===== config.mk =====
export PLATFORM = sky130hd
export DESIGN_NAME = fifo_stream_reader_flat
export DESIGN_NICKNAME = d
export VERILOG_FILES = /design/src/rtl/fifo_stream_reader_if.sv /design/src/rtl/fifo_stream_reader.sv /design/src/flat_wrapper.sv
export SDC_FILE = /design/constraint.sdc
export NUM_CORES = 1
export LEC_CHECK = 0
export CAP_MARGIN = 25
export CORE_ASPECT_RATIO = 0.5
export CORE_UTILIZATION = 47
export DETAILED_ROUTE_END_ITERATION = 7
export GPL_TIMING_DRIVEN = 0
export PLACE_DENSITY_LB_ADDON = 0.1
export SYNTH_ARGS = -nofsm -noshare
export SYNTH_HDL_FRONTEND = slang
export SYNTH_SLANG_ARGS = --single-unit

===== constraint.sdc =====
create_clock -name clk_i -period 3.3 [get_ports clk_i]
set_clock_uncertainty 0.15 [all_clocks]
set_input_delay 0.66 -clock clk_i [delete_from_list [all_inputs] [get_ports clk_i]]
set_output_delay 0.66 -clock clk_i [all_outputs]
set_load 0.05 [all_outputs]

===== src/rtl/fifo_stream_reader_if.sv =====
// Bus bundle for fifo_stream_reader: the FIFO read port on one side and the
// outgoing valid/ready stream on the other.
//
// Stream handshake: a word moves from master to slave in every cycle where
// m_valid=1 and m_ready=1 at the rising clock edge. Once m_valid is raised,
// m_valid and m_data hold steady until that transfer happens. m_valid never
// depends on m_ready.
//
// FIFO read port: fifo_read=1 in cycle T pops one word; the FIFO presents it
// on fifo_data during cycle T+1. fifo_empty is a registered flag owned by the FIFO.
interface fifo_stream_reader_if #(
  parameter int WIDTH = 8
) ();

  logic             fifo_read;
  logic             fifo_empty;
  logic [WIDTH-1:0] fifo_data;
  logic             m_valid;
  logic             m_ready;
  logic [WIDTH-1:0] m_data;

  // The reader block: drives the read strobe and the stream.
  modport master (
    output fifo_read,
    input  fifo_empty,
    input  fifo_data,
    output m_valid,
    input  m_ready,
    output m_data
  );

  // The environment: the FIFO and the stream sink.
  modport slave (
    input  fifo_read,
    output fifo_empty,
    output fifo_data,
    input  m_valid,
    output m_ready,
    input  m_data
  );

endinterface


===== src/rtl/fifo_stream_reader.sv =====
// fifo_stream_reader: pulls words out of a FIFO whose read data arrives one
// cycle after the strobe, and presents them as a registered valid/ready stream.
// A two-entry in-order buffer absorbs the read latency, so the block streams
// one word per cycle when the sink is always ready. It also stops reading early
// enough that a word already in flight always finds a free buffer slot.
module fifo_stream_reader #(
  parameter int WIDTH = 8,
  parameter int CNTW  = 16
) (
  input  logic                 clk_i,
  input  logic                 rst_n_i,
  input  logic                 enable_i,
  fifo_stream_reader_if.master bus,
  output logic [CNTW-1:0]      xfer_count_o,
  output logic                 idle_o,
  output logic [1:0]           occ_state_o
);

  // Buffer occupancy doubles as the FSM state; buf0 is always the oldest word.
  typedef enum logic [1:0] {
    OCC_EMPTY = 2'd0,
    OCC_ONE   = 2'd1,
    OCC_TWO   = 2'd2
  } occ_e;

  occ_e             state_q, state_d;
  logic             inflight_q, inflight_d;
  logic [WIDTH-1:0] buf0_q, buf0_d;
  logic [WIDTH-1:0] buf1_q, buf1_d;
  logic [CNTW-1:0]  xfer_q, xfer_d;

  logic             pop;
  logic             capture;
  logic             rd;
  logic [2:0]       committed;

  // A word leaves when the sink takes it. A read issued last cycle delivers its data now.
  assign pop     = (state_q != OCC_EMPTY) && bus.m_ready;
  assign capture = inflight_q;

  // Slots committed at the end of this cycle without a new read:
  // held words plus the word in flight, minus the word being popped.
  always_comb begin
    committed = {1'b0, state_q} + {2'b00, inflight_q} - {2'b00, pop};
  end

  // Issue a read only if its data is sure to have a free slot one cycle later.
  // rst_n gates the strobe directly, so no read leaves during reset.
  assign rd = rst_n_i && enable_i && !bus.fifo_empty && (committed < 3'd2);

  // Next occupancy, buffer contents, in-flight flag and transfer count.
  always_comb begin
    state_d    = state_q;
    buf0_d     = buf0_q;
    buf1_d     = buf1_q;
    inflight_d = rd;
    xfer_d     = xfer_q + {{(CNTW-1){1'b0}}, pop};
    case (state_q)
      OCC_EMPTY: begin
        if (capture) begin
          buf0_d  = bus.fifo_data;
          state_d = OCC_ONE;
        end
      end
      OCC_ONE: begin
        case ({capture, pop})
          2'b11: buf0_d = bus.fifo_data;        // replace the departing word
          2'b10: begin
            buf1_d  = bus.fifo_data;
            state_d = OCC_TWO;
          end
          2'b01: state_d = OCC_EMPTY;
          default: ;
        endcase
      end
      OCC_TWO: begin
        // The read gating never lets a capture arrive here without a pop.
        if (pop) begin
          buf0_d = buf1_q;
          if (capture) begin
            buf1_d = bus.fifo_data;
          end else begin
            state_d = OCC_ONE;
          end
        end
      end
      default: state_d = OCC_EMPTY;
    endcase
  end

  // Control state: reset drops held words, the pending capture and the count.
  always_ff @(posedge clk_i) begin
    if (!rst_n_i) begin
      state_q    <= OCC_EMPTY;
      inflight_q <= 1'b0;
      xfer_q     <= '0;
    end else begin
      state_q    <= state_d;
      inflight_q <= inflight_d;
      xfer_q     <= xfer_d;
    end
  end

  // Data slots: their contents only matter when occupancy says they are valid.
  always_ff @(posedge clk_i) begin
    buf0_q <= buf0_d;
    buf1_q <= buf1_d;
  end

  assign bus.fifo_read = rd;
  assign bus.m_valid   = (state_q != OCC_EMPTY);
  assign bus.m_data    = buf0_q;
  assign xfer_count_o  = xfer_q;
  assign idle_o        = (state_q == OCC_EMPTY) && !inflight_q;
  assign occ_state_o   = state_q;

endmodule


===== src/flat_wrapper.sv =====
// flat-port wrapper written by rule: the top's interface ports become plain ports
module fifo_stream_reader_flat 
#(
  parameter int WIDTH = 8,
  parameter int CNTW  = 16
)
  (clk_i, rst_n_i, enable_i, xfer_count_o, idle_o, occ_state_o, bus_fifo_read, bus_fifo_empty, bus_fifo_data, bus_m_valid, bus_m_ready, bus_m_data);
  fifo_stream_reader_if #(.WIDTH(WIDTH)) bus_i ();
  input  logic clk_i;
  input  logic rst_n_i;
  input  logic enable_i;
  output logic [CNTW-1:0] xfer_count_o;
  output logic idle_o;
  output logic [1:0] occ_state_o;
  output wire logic [$bits(bus_i.fifo_read)-1:0] bus_fifo_read;
  input wire logic [$bits(bus_i.fifo_empty)-1:0] bus_fifo_empty;
  input wire logic [$bits(bus_i.fifo_data)-1:0] bus_fifo_data;
  output wire logic [$bits(bus_i.m_valid)-1:0] bus_m_valid;
  input wire logic [$bits(bus_i.m_ready)-1:0] bus_m_ready;
  output wire logic [$bits(bus_i.m_data)-1:0] bus_m_data;
  assign bus_fifo_read = bus_i.fifo_read;
  assign bus_i.fifo_empty = bus_fifo_empty;
  assign bus_i.fifo_data = bus_fifo_data;
  assign bus_m_valid = bus_i.m_valid;
  assign bus_i.m_ready = bus_m_ready;
  assign bus_m_data = bus_i.m_data;
  fifo_stream_reader #(.WIDTH(WIDTH), .CNTW(CNTW)) u_core (.clk_i(clk_i), .rst_n_i(rst_n_i), .enable_i(enable_i), .bus(bus_i), .xfer_count_o(xfer_count_o), .idle_o(idle_o), .occ_state_o(occ_state_o));
endmodule

==> results.json <==
{
  "path_class": "input pin to output pin",
  "worst_skew_pair.late_latency_ps": 290,
  "cellPowerDensity_nw_per_um2": 460.6,
  "syn-cell-area_sq_um": 1553,
  "cap_violations": 0,
  "ys_ff_latch": 35,
  "grt_pass1_wl_um": 5030,
  "htreeDepth": 2,
  "path_depth": 7,
  "drt-pass1-iter-count": 4,
  "diodes": 0,
  "cts_setup_buffers": 0,
  "synth-xor-area-share_pct": 2.256,
  "muxShareOfSynthArea_pct": 8.380,
  "grt_max_degree": 13,
  "fin_nets": 201,
  "synth_compound_area_share_pct": 8.139,
  "vias": 1225,
  "synthAdderAreaFrac_pct": 2.901,
  "vias_per_cell": 5.420,
  "synth_top_family_by_area": "simple AND/OR/NAND/NOR gates",
  "setup_viol": 0,
  "drive_above_1_share_pct": 15.05,
  "dpl_worst_slack_ps": -790.3,
  "cts_made_buffers": 5,
  "cts_buffer_depth": 2,
  "arrival_ps": 2330,
  "hold_viol_final": 0,
  "rsz0062_at_grt": "no",
  "layout_common_cells": "clkdlybuf4s50_1 (39), dfxtp_1 (18), edfxtp_1 (16)",
  "fin_cells": 226,
  "cp_max_fo": 8,
  "required_ps": 2490,
  "clk_pin_slew_ps": 70,
  "die_h_um": 42.65,
  "hp-class": "register to register",
  "worst-path-buf-inv": 2,
  "grt_use_total_pct": 18.53,
  "whs_path_depth": 2,
  "fin_ws_ps": 158.9,
  "slowest_delay_ps": 500,
  "crit_path_top_delay_cell": "fa_1",
  "p_leak_nw": 0.7405,
  "max-slew-margin-rel_pct": 48.82,
  "period_needed_ps": 3141,
  "numClockSinks": 35,
  "die_w_um": 83.29,
  "setup_tns_ps": 0,
  "status": "complete, no violations",
  "place_congestion": 0.7732,
  "fp.dieArea_sq_um": 3552,
  "port_buffers": 41,
  "reg2reg_depth": 7,
  "drtIter0Drc": 46,
  "drt.antenna.violating_nets": 0,
  "grt_overflow": 0,
  "drc": 0,
  "worst_pin_slew_ps": 766.2,
  "wl_per_cell_um": 13.11,
  "synthToLayoutAreaGrowth_pct": 40.37,
  "regArea_sq_um": 864.6,
  "ys_types": 33,
  "grt_pass1_vias": 1157,
  "startpoint_type": "input pin",
  "cts_hold_buf": 0,
  "nFillCells": 245,
  "dp_cells": 218,
  "mostFrequentLayoutCell": "clkdlybuf4s50_1",
  "yosysWarnings": 0,
  "start_util_pct": 50.65,
  "period_share_pct": 95.19,
  "cp_top_family": "buffers and inverters",
  "worstPathCellList": "dlygate4sd2_1, and2_4, o21ai_0, fa_1, nand2_1, nor4_4, buf_6",
  "finalMaxSlewViolations": 0,
  "yosys.area_share.simple_pct": 20.39,
  "routed_wl_um": 2962,
  "multi_input_area_sq_um": 673.1,
  "syn_nets": 153,
  "whs_ps": 327.2,
  "syn_inst": 137,
  "ios": 42,
  "core_sq_um": 3065,
  "synth_area_per_cell_sq_um": 11.33,
  "p_total_mw": 1.004,
  "synth_seq_area_share_pct": 55.44,
  "antenna_found_initial": 0,
  "endpoint_kind": "output pin",
  "ir_worst_vdd_mv": 0.2996,
  "cts_tree": "built",
  "fmax_mhz": 318.4,
  "cts-root-buf": "clkbuf_8",
  "row_count": 14,
  "dp_hpwl_um": 2042
}
==> repair_timing <==
action                     in CTS  in global routing
resized for setup               8                  6
hold endpoints to repair        0                  0
setup endpoints to repair       1                  1
==> worst paths after layout <==
path / to / startpoint / slack [ps]
max: bus_fifo_read / bus_m_ready / 160
min: u_core.xfer_count_o[15]$_SDFF_PN0_ / u_core.xfer_count_o[15]$_SDFF_PN0_ / 330
max reg2reg: u_core.xfer_count_o[10]$_SDFF_PN0_ / u_core.occ_state_o[0]$_SDFFE_PN0P_ / 1070
min reg2reg: u_core.xfer_count_o[15]$_SDFF_PN0_ / u_core.xfer_count_o[15]$_SDFF_PN0_ / 330
==> through the flow <==
stage	util, %	area (sq um)
6_report	71.10	2180
5_1_grt	71.10	2180
4_1_cts	70.61	2165
3_5_place_dp	66.20	2029
3_3_place_gp	66.20	2029
2_1_floorplan	-	1569
==> sequential cells by signal, summed over array words and instances (netlist names) <==
signal               count
u_core.buf1_q            8
u_core.bus.m_data        8
u_core.capture           1
u_core.occ_state_o       2
u_core.xfer_count_o     16
==> metal layers <==
layer | GRT usage, % | up-vias | part of all wire (%) | routed length (um)
met1 | 21.69 | 584 | 46 | 1365
met5 | 0 | - | 0 | 0
met2 | 31.64 | 33 | 46 | 1372
met4 | 8.276 | 0 | 1.6 | 47
met3 | 6.102 | 7 | 5.9 | 176
li1 | - | 601 | - | -
==> area by class of cell <==
class / instances / share of cell area [%]
flip-flops and latches: 35 / 39.67
multi-input cells: 94 / 30.88
repair buffers: 41 / 18.83
clock buffers: 5 / 3.157
clock inverters: 3 / 3.100
well taps: 40 / 2.296
plain buffers: 4 / 1.378
inverters: 4 / 0.6889
==> cell usage after synthesis, drive strengths merged <==
cell / count / area (sq um)
nand2b: 7 / 43.79
nor2: 6 / 22.52
mux2: 8 / 90.09
mux2i: 4 / 40.04
o21bai: 1 / 7.510
inv: 4 / 15.01
buf: 2 / 16.26
o31ai: 4 / 30.03
nor4: 6 / 37.54
and2: 4 / 25.02
nand2: 10 / 37.54
o21a: 2 / 15.01
nor2b: 2 / 12.51
or4: 4 / 30.03
xnor2: 1 / 8.760
edfxtp: 16 / 480.5
a21oi: 9 / 45.04
or2: 1 / 6.260
or3b: 1 / 8.760
nand3b: 1 / 7.510
o21ai: 4 / 20.02
nand3: 6 / 30.03
dfxtp: 19 / 380.4
nand4: 3 / 33.78
xor2: 3 / 26.28
fa: 1 / 20.02
a2bb2oi: 1 / 8.760
clkbuf: 2 / 7.510
or3: 3 / 21.27
ha: 2 / 25.02
==> report_power, final <==
part           total, mW  internal, mW  leakage [nW]  switching (mW)
registers          0.462         0.458         0.299         0.00343
clock network      0.465         0.301        0.0644           0.163
logic             0.0777        0.0340         0.377          0.0436
total               1.00         0.794         0.741           0.210
==> kinds of logic (layout without fill, tap and decap cells) <==
logic type | count (synthesis) | count (layout)
compound gates | 21 | 21
mux | 12 | 12
buf+inv | 8 | 57
fa+ha+maj | 3 | 3
xor+xnor | 4 | 4
flops | 35 | 35
simple gates | 54 | 54
==> worst register-to-register path: cells and delay by family (launching register included) <==
family / cells / cell delay [ps]
flip-flops: 1 / 430
AO/OA/AOI/OAI: 1 / 150
adder cells (fa/ha/maj): 2 / 500
AND/OR/NAND/NOR: 4 / 940
Power figures use the tool's default switching activity.
==> edit 1: new RTL, same settings <==
Reset style: asynchronous (`rst_n_i`), changed in one clocked block.
--- a/src/rtl/fifo_stream_reader.sv
+++ b/src/rtl/fifo_stream_reader.sv
@@ -89,7 +89,7 @@
   end
 
   // Control state: reset drops held words, the pending capture and the count.
-  always_ff @(posedge clk_i) begin
+  always_ff @(posedge clk_i or negedge rst_n_i) begin
     if (!rst_n_i) begin
       state_q    <= OCC_EMPTY;
       inflight_q <= 1'b0;
Check against the original RTL: differs if rst_n_i is asserted again (counterexample within 4 cycles, from zero or initial values and one cycle with rst_n_i low); with rst_n_i held inactive, the same outputs for 10 cycles.
==> edit 1 against the unedited design <==
- synthesized cell count down 23%
- largest cell class unchanged
- cell area down 6.9%
- sequential cell count unchanged
- wire length down 12%
- final cell count down 15%
- global-route usage down 1.0 points
- worst setup slack better by 0.010 ns
- synthesized area down 5.6%
- first-iteration DRC count down 24%
Power is not compared: it rests on default switching activity, and its combinational part moved more than twofold at a synthesized area within 25%.
==> edit 1: results (changes against the unedited design) <==
[worst_setup_path]
worstPathArrival_ns = 2.32
critPathMaxFanout = 10  ; +2

[synth]
yosys.area_share.xor_xnor = 0.0896  ; +0.0670
synth_mux_area_frac = 0.0614  ; -0.0224
yosys.cell_types.count = 28  ; -15%
synth_fp_nets = 121  ; -21%
synth_warnings = 0  ; unchanged
synth-main-ff-cell = dfrtp_1
synth_compound_area_frac = 0.0290  ; -0.0524
ys_seq_area_frac = 0.652  ; +0.0975
synth.area.top_cells = edfxtp_1 (33%), dfrtp_1 (32%), mux2_2 (5.4%), xnor2_1 (4.8%), xor2_1 (4.2%)
ys_top_cells_by_count = dfrtp_1 (19), edfxtp_1 (16), xnor2_1 (8)
synth_fa_ha_area_frac = 0.0307  ; +0.00171
async_reset_ff_frac = 0.543  ; +0.543
synth_edf_count = 16  ; unchanged

[pwr]
p_leak_uw = 0.000852
max-vdd-ir-drop_mv = 0.366
p_int_uw = 746

[route]
vias_per_cell = 4.90  ; -9.7%
firstDrtPassIters = 4  ; unchanged
wl_per_cell_um = 13.5  ; +3.2%
initialDrtViolationCount = 35  ; -24%

[clock_tree]
cts_root_buf = clkbuf_8
clk_pin_slew_ns = 0.07  ; about the same
numCtsBuffers = 5  ; unchanged
ctsHtreeMaxLevel = 2  ; unchanged
clock_path_buffers = 2  ; unchanged
clock_latency_ns = 0.28

[place]
gp_congestion = 0.745  ; -3.7%
portBuffers = 41  ; unchanged
place_ws_ns = -0.620  ; +0.171 ns
dpl.hpwl_um = 1930  ; -5.7%
dpl_cell_area_um2 = 1930  ; -4.7%

[worst_hold_path]
hp-class = reg2reg

[run_status]
outcome = completed

[cells_and_area]
diodes = 0  ; unchanged
largest_reg_flops = 16  ; unchanged
drive_gt1_frac = 0.141  ; -0.00951
fillers = 203  ; -17%
layout.nets = 171  ; -15%

[global_routing]
antenna_found_initial = 0  ; unchanged
grt_pass1_wl_um = 4270  ; -15%
grt_use_total = 0.175  ; -0.0105
grt_pass1_vias = 917  ; -21%
grt_max_degree = 21  ; +8

[timing]
max-slew-margin-rel = 0.446  ; -0.0420

-- edit 1: critical path, stage by stage (launching register included) --
cell	delay, ns
dfrtp_1	0.43
nor2b_1	0.14
clkbuf_4	0.22
nand2_1	0.09
inv_2	0.09
o21ai_0	0.11
fa_1	0.51
nand4b_1	0.11
nor2_2	0.15
buf_6	0.17
-- edit 1: final timing paths --
check / from / to / slack [ns] / depth (start not counted)
setup reg to reg: u_core.occ_state_o[1] / u_core.xfer_count_o[8] / 1.12 / 8
hold reg to reg: u_core.xfer_count_o[15] / u_core.xfer_count_o[15] / 0.33 / 1
min in group asynchronous: rst_n_i / u_core.xfer_count_o[1] / 0.70 / 1
max in group asynchronous: rst_n_i / u_core.occ_state_o[1] / 1.73 / 1
setup / recovery: u_core.occ_state_o[0] / bus_fifo_read / 0.17 / 9
hold / removal: u_core.xfer_count_o[15] / u_core.xfer_count_o[15] / 0.33 / 1
-- edit 1: power groups by stage --
stage          Combinational, uW  Sequential, uW  Clock [uW]
4_1_cts                      302             535         291
6_report                     299             533         287
2_1_floorplan               66.7             660           0
5_1_grt                      311             541         313
3_5_place_dp                 302             542           0
3_3_place_gp                 295             542           0
-- edit 1: kinds of logic after synthesis --
| group | after synthesis |
|---|---|
| adders and majority gates | 3 |
| and+or+nand+nor | 34 |
| DFF | 35 |
| AOI/OAI and AO/OA | 7 |
| buffers and inverters | 3 |
| muxes | 8 |
| xor gates and xnor gates | 15 |
-- edit 1: timing repair --
action	4_1_cts	5_1_grt
resized for setup	8	2
setup endpoints to repair	1	1
pin swaps	1	0
gates cloned	0	0
setup buffers	0	1
-- edit 1: per-layer routing --
| metal | track usage | wire length [um] | vias to the layer above |
|---|---|---|---|
| li1 | - | - | 470 |
| met1 | 0.223 | 1220 | 441 |
| met2 | 0.277 | 1220 | 30 |
| met3 | 0.0725 | 156 | 4 |
| met4 | 0.0429 | 14 | 0 |
| met5 | 0 | 0 | - |
-- edit 1: layout make-up --
| cell class | count | area, um^2 | area share |
|---|---|---|---|
| multi-input combinational | 67 | 500 | 0.247 |
| inverter | 2 | 7.51 | 0.00370 |
| clock inverter | 2 | 7.51 | 0.00370 |
| buffer | 1 | 7.51 | 0.00370 |
| sequential | 35 | 957 | 0.472 |
| clock buffer | 6 | 72.6 | 0.0358 |
| tap | 37 | 46.3 | 0.0228 |
| timing repair buffer | 43 | 429 | 0.212 |
-- edit 1: per-stage QoR --
step | util | instances
detailed placement | 0.699 | 184
finish | 0.733 | 193
CTS | 0.729 | 192
global placement | 0.696 | 183
global route | 0.733 | 193
floorplan | - | 105
==> edit 2: new RTL, same flow settings <==
Made on the original files. `CNTW` is set to 16 in 2 places; all go to 8.
--- a/src/rtl/fifo_stream_reader.sv
+++ b/src/rtl/fifo_stream_reader.sv
@@ -5,7 +5,7 @@
 // enough that a word already in flight always finds a free buffer slot.
 module fifo_stream_reader #(
   parameter int WIDTH = 8,
-  parameter int CNTW  = 16
+  parameter int CNTW  = 8
 ) (
   input  logic                 clk_i,
   input  logic                 rst_n_i,
--- a/src/flat_wrapper.sv
+++ b/src/flat_wrapper.sv
@@ -2,7 +2,7 @@
 module fifo_stream_reader_flat 
 #(
   parameter int WIDTH = 8,
-  parameter int CNTW  = 16
+  parameter int CNTW  = 8
 )
   (clk_i, rst_n_i, enable_i, xfer_count_o, idle_o, occ_state_o, bus_fifo_read, bus_fifo_empty, bus_fifo_data, bus_m_valid, bus_m_ready, bus_m_data);
   fifo_stream_reader_if #(.WIDTH(WIDTH)) bus_i ();
Ports: changed (resized xfer_count_o); port bits go from 42 to 34. The function was not compared with the original's and may differ.
==> edit 2 against the unedited design <==
- sequential cell count is 8 lower
- critical path depth increased by 2
- wire length decreased by 33%
- power is 38% lower
- cell area shrank 26%
- combinational power is 4.2% lower
- synthesized cell count fell by 33%
- worst setup slack worse by 0.0014 ns
- global-route usage fell by 1.2 points
- synthesized area is 25% lower
==> edit 2: results (changes against the unedited design) <==
[worst_setup_path]
r2r_start = u_core.occ_state_o[1]
reg2reg_to = u_core.capture
r2r_slack_ns = 1.25  ; +0.18 ns
ff2ff_path_depth = 8  ; +1

[route]
met2_length_um = 859  ; -37%
drt-total-wl_um = 1980  ; -33%
wl_met3_um = 112  ; -36%
wirelength_met1_um = 985  ; -28%

[timing]
holdWs_ns = 0.339  ; +0.0116 ns
fin_crit_sh = 0.952  ; about the same

[global_routing]
grt_max_degree = 17  ; +4
met3_usage = 0.0608  ; -0.000250
grt_use_met1 = 0.228  ; +0.0113
grt_use_total = 0.173  ; -0.0123

[cells_and_area]
layout.nets = 146  ; -27%
multi_input_comb_cells = 61  ; -35%
drive_gt1_frac = 0.185  ; +0.0341
fillers = 177  ; -28%
multi_input_area_share = 0.285  ; -0.0237
nNonClkInverters = 2  ; -2

[synth]
synth_compound_area_frac = 0.101  ; +0.0200
ys_top_cells_by_count = edfxtp_1 (16), dfxtp_1 (11), mux2_2 (8)
synth_mux_area_frac = 0.0777  ; -0.00613
avgSynthCellArea_um2 = 12.6  ; +11%

[clock_tree]
clk_pin_slew_ns = 0.09  ; +0.02 ns
clock_latency_ns = 0.27  ; -0.02 ns
ctsHtreeMaxLevel = 1  ; -1

[worst_hold_path]
hold_end = u_core.xfer_count_o[7]

[pwr]
p_sw_uw = 147  ; -30%
max-vdd-ir-drop_mv = 0.197  ; -34%

[run_status]
outcome = completed

[place]
placedCellCount = 160  ; -27%
dpl_cell_area_um2 = 1560  ; -23%

==> edit 2: cell types whose count changed after synthesis, sizes merged, moves of 3 or more <==
cell / before / now
dfxtp: 19 / 11
nand2: 10 / 5
nand2b: 7 / 2
mux2i: 4 / 0
nand3: 6 / 2
nor4: 6 / 2
a21oi: 9 / 6
inv: 4 / 1
==> edit 2: critical path: cells and delay by family (launching register included) <==
kind	cells	cell delay, ns
compound gates	1	0.10
fa+ha+maj	1	0.50
buf+inv	3	0.44
flops	1	0.37
simple gates	4	0.65
==> edit 2: kinds of logic after synthesis <==
group                    after synthesis
flip-flops                            27
multiplexers                           8
AND/OR/NAND/NOR                       30
buffers and inverters                  4
adder cells (fa/ha/maj)                2
AO/OA/AOI/OAI                         17
XOR/XNOR                               4
==> edit 2: repair_timing <==
action / 4_1_cts / 5_1_grt
endpoints found under the setup margin: 1 / 1
resized for setup: 9 / 4
buffers inserted: 1 / 0
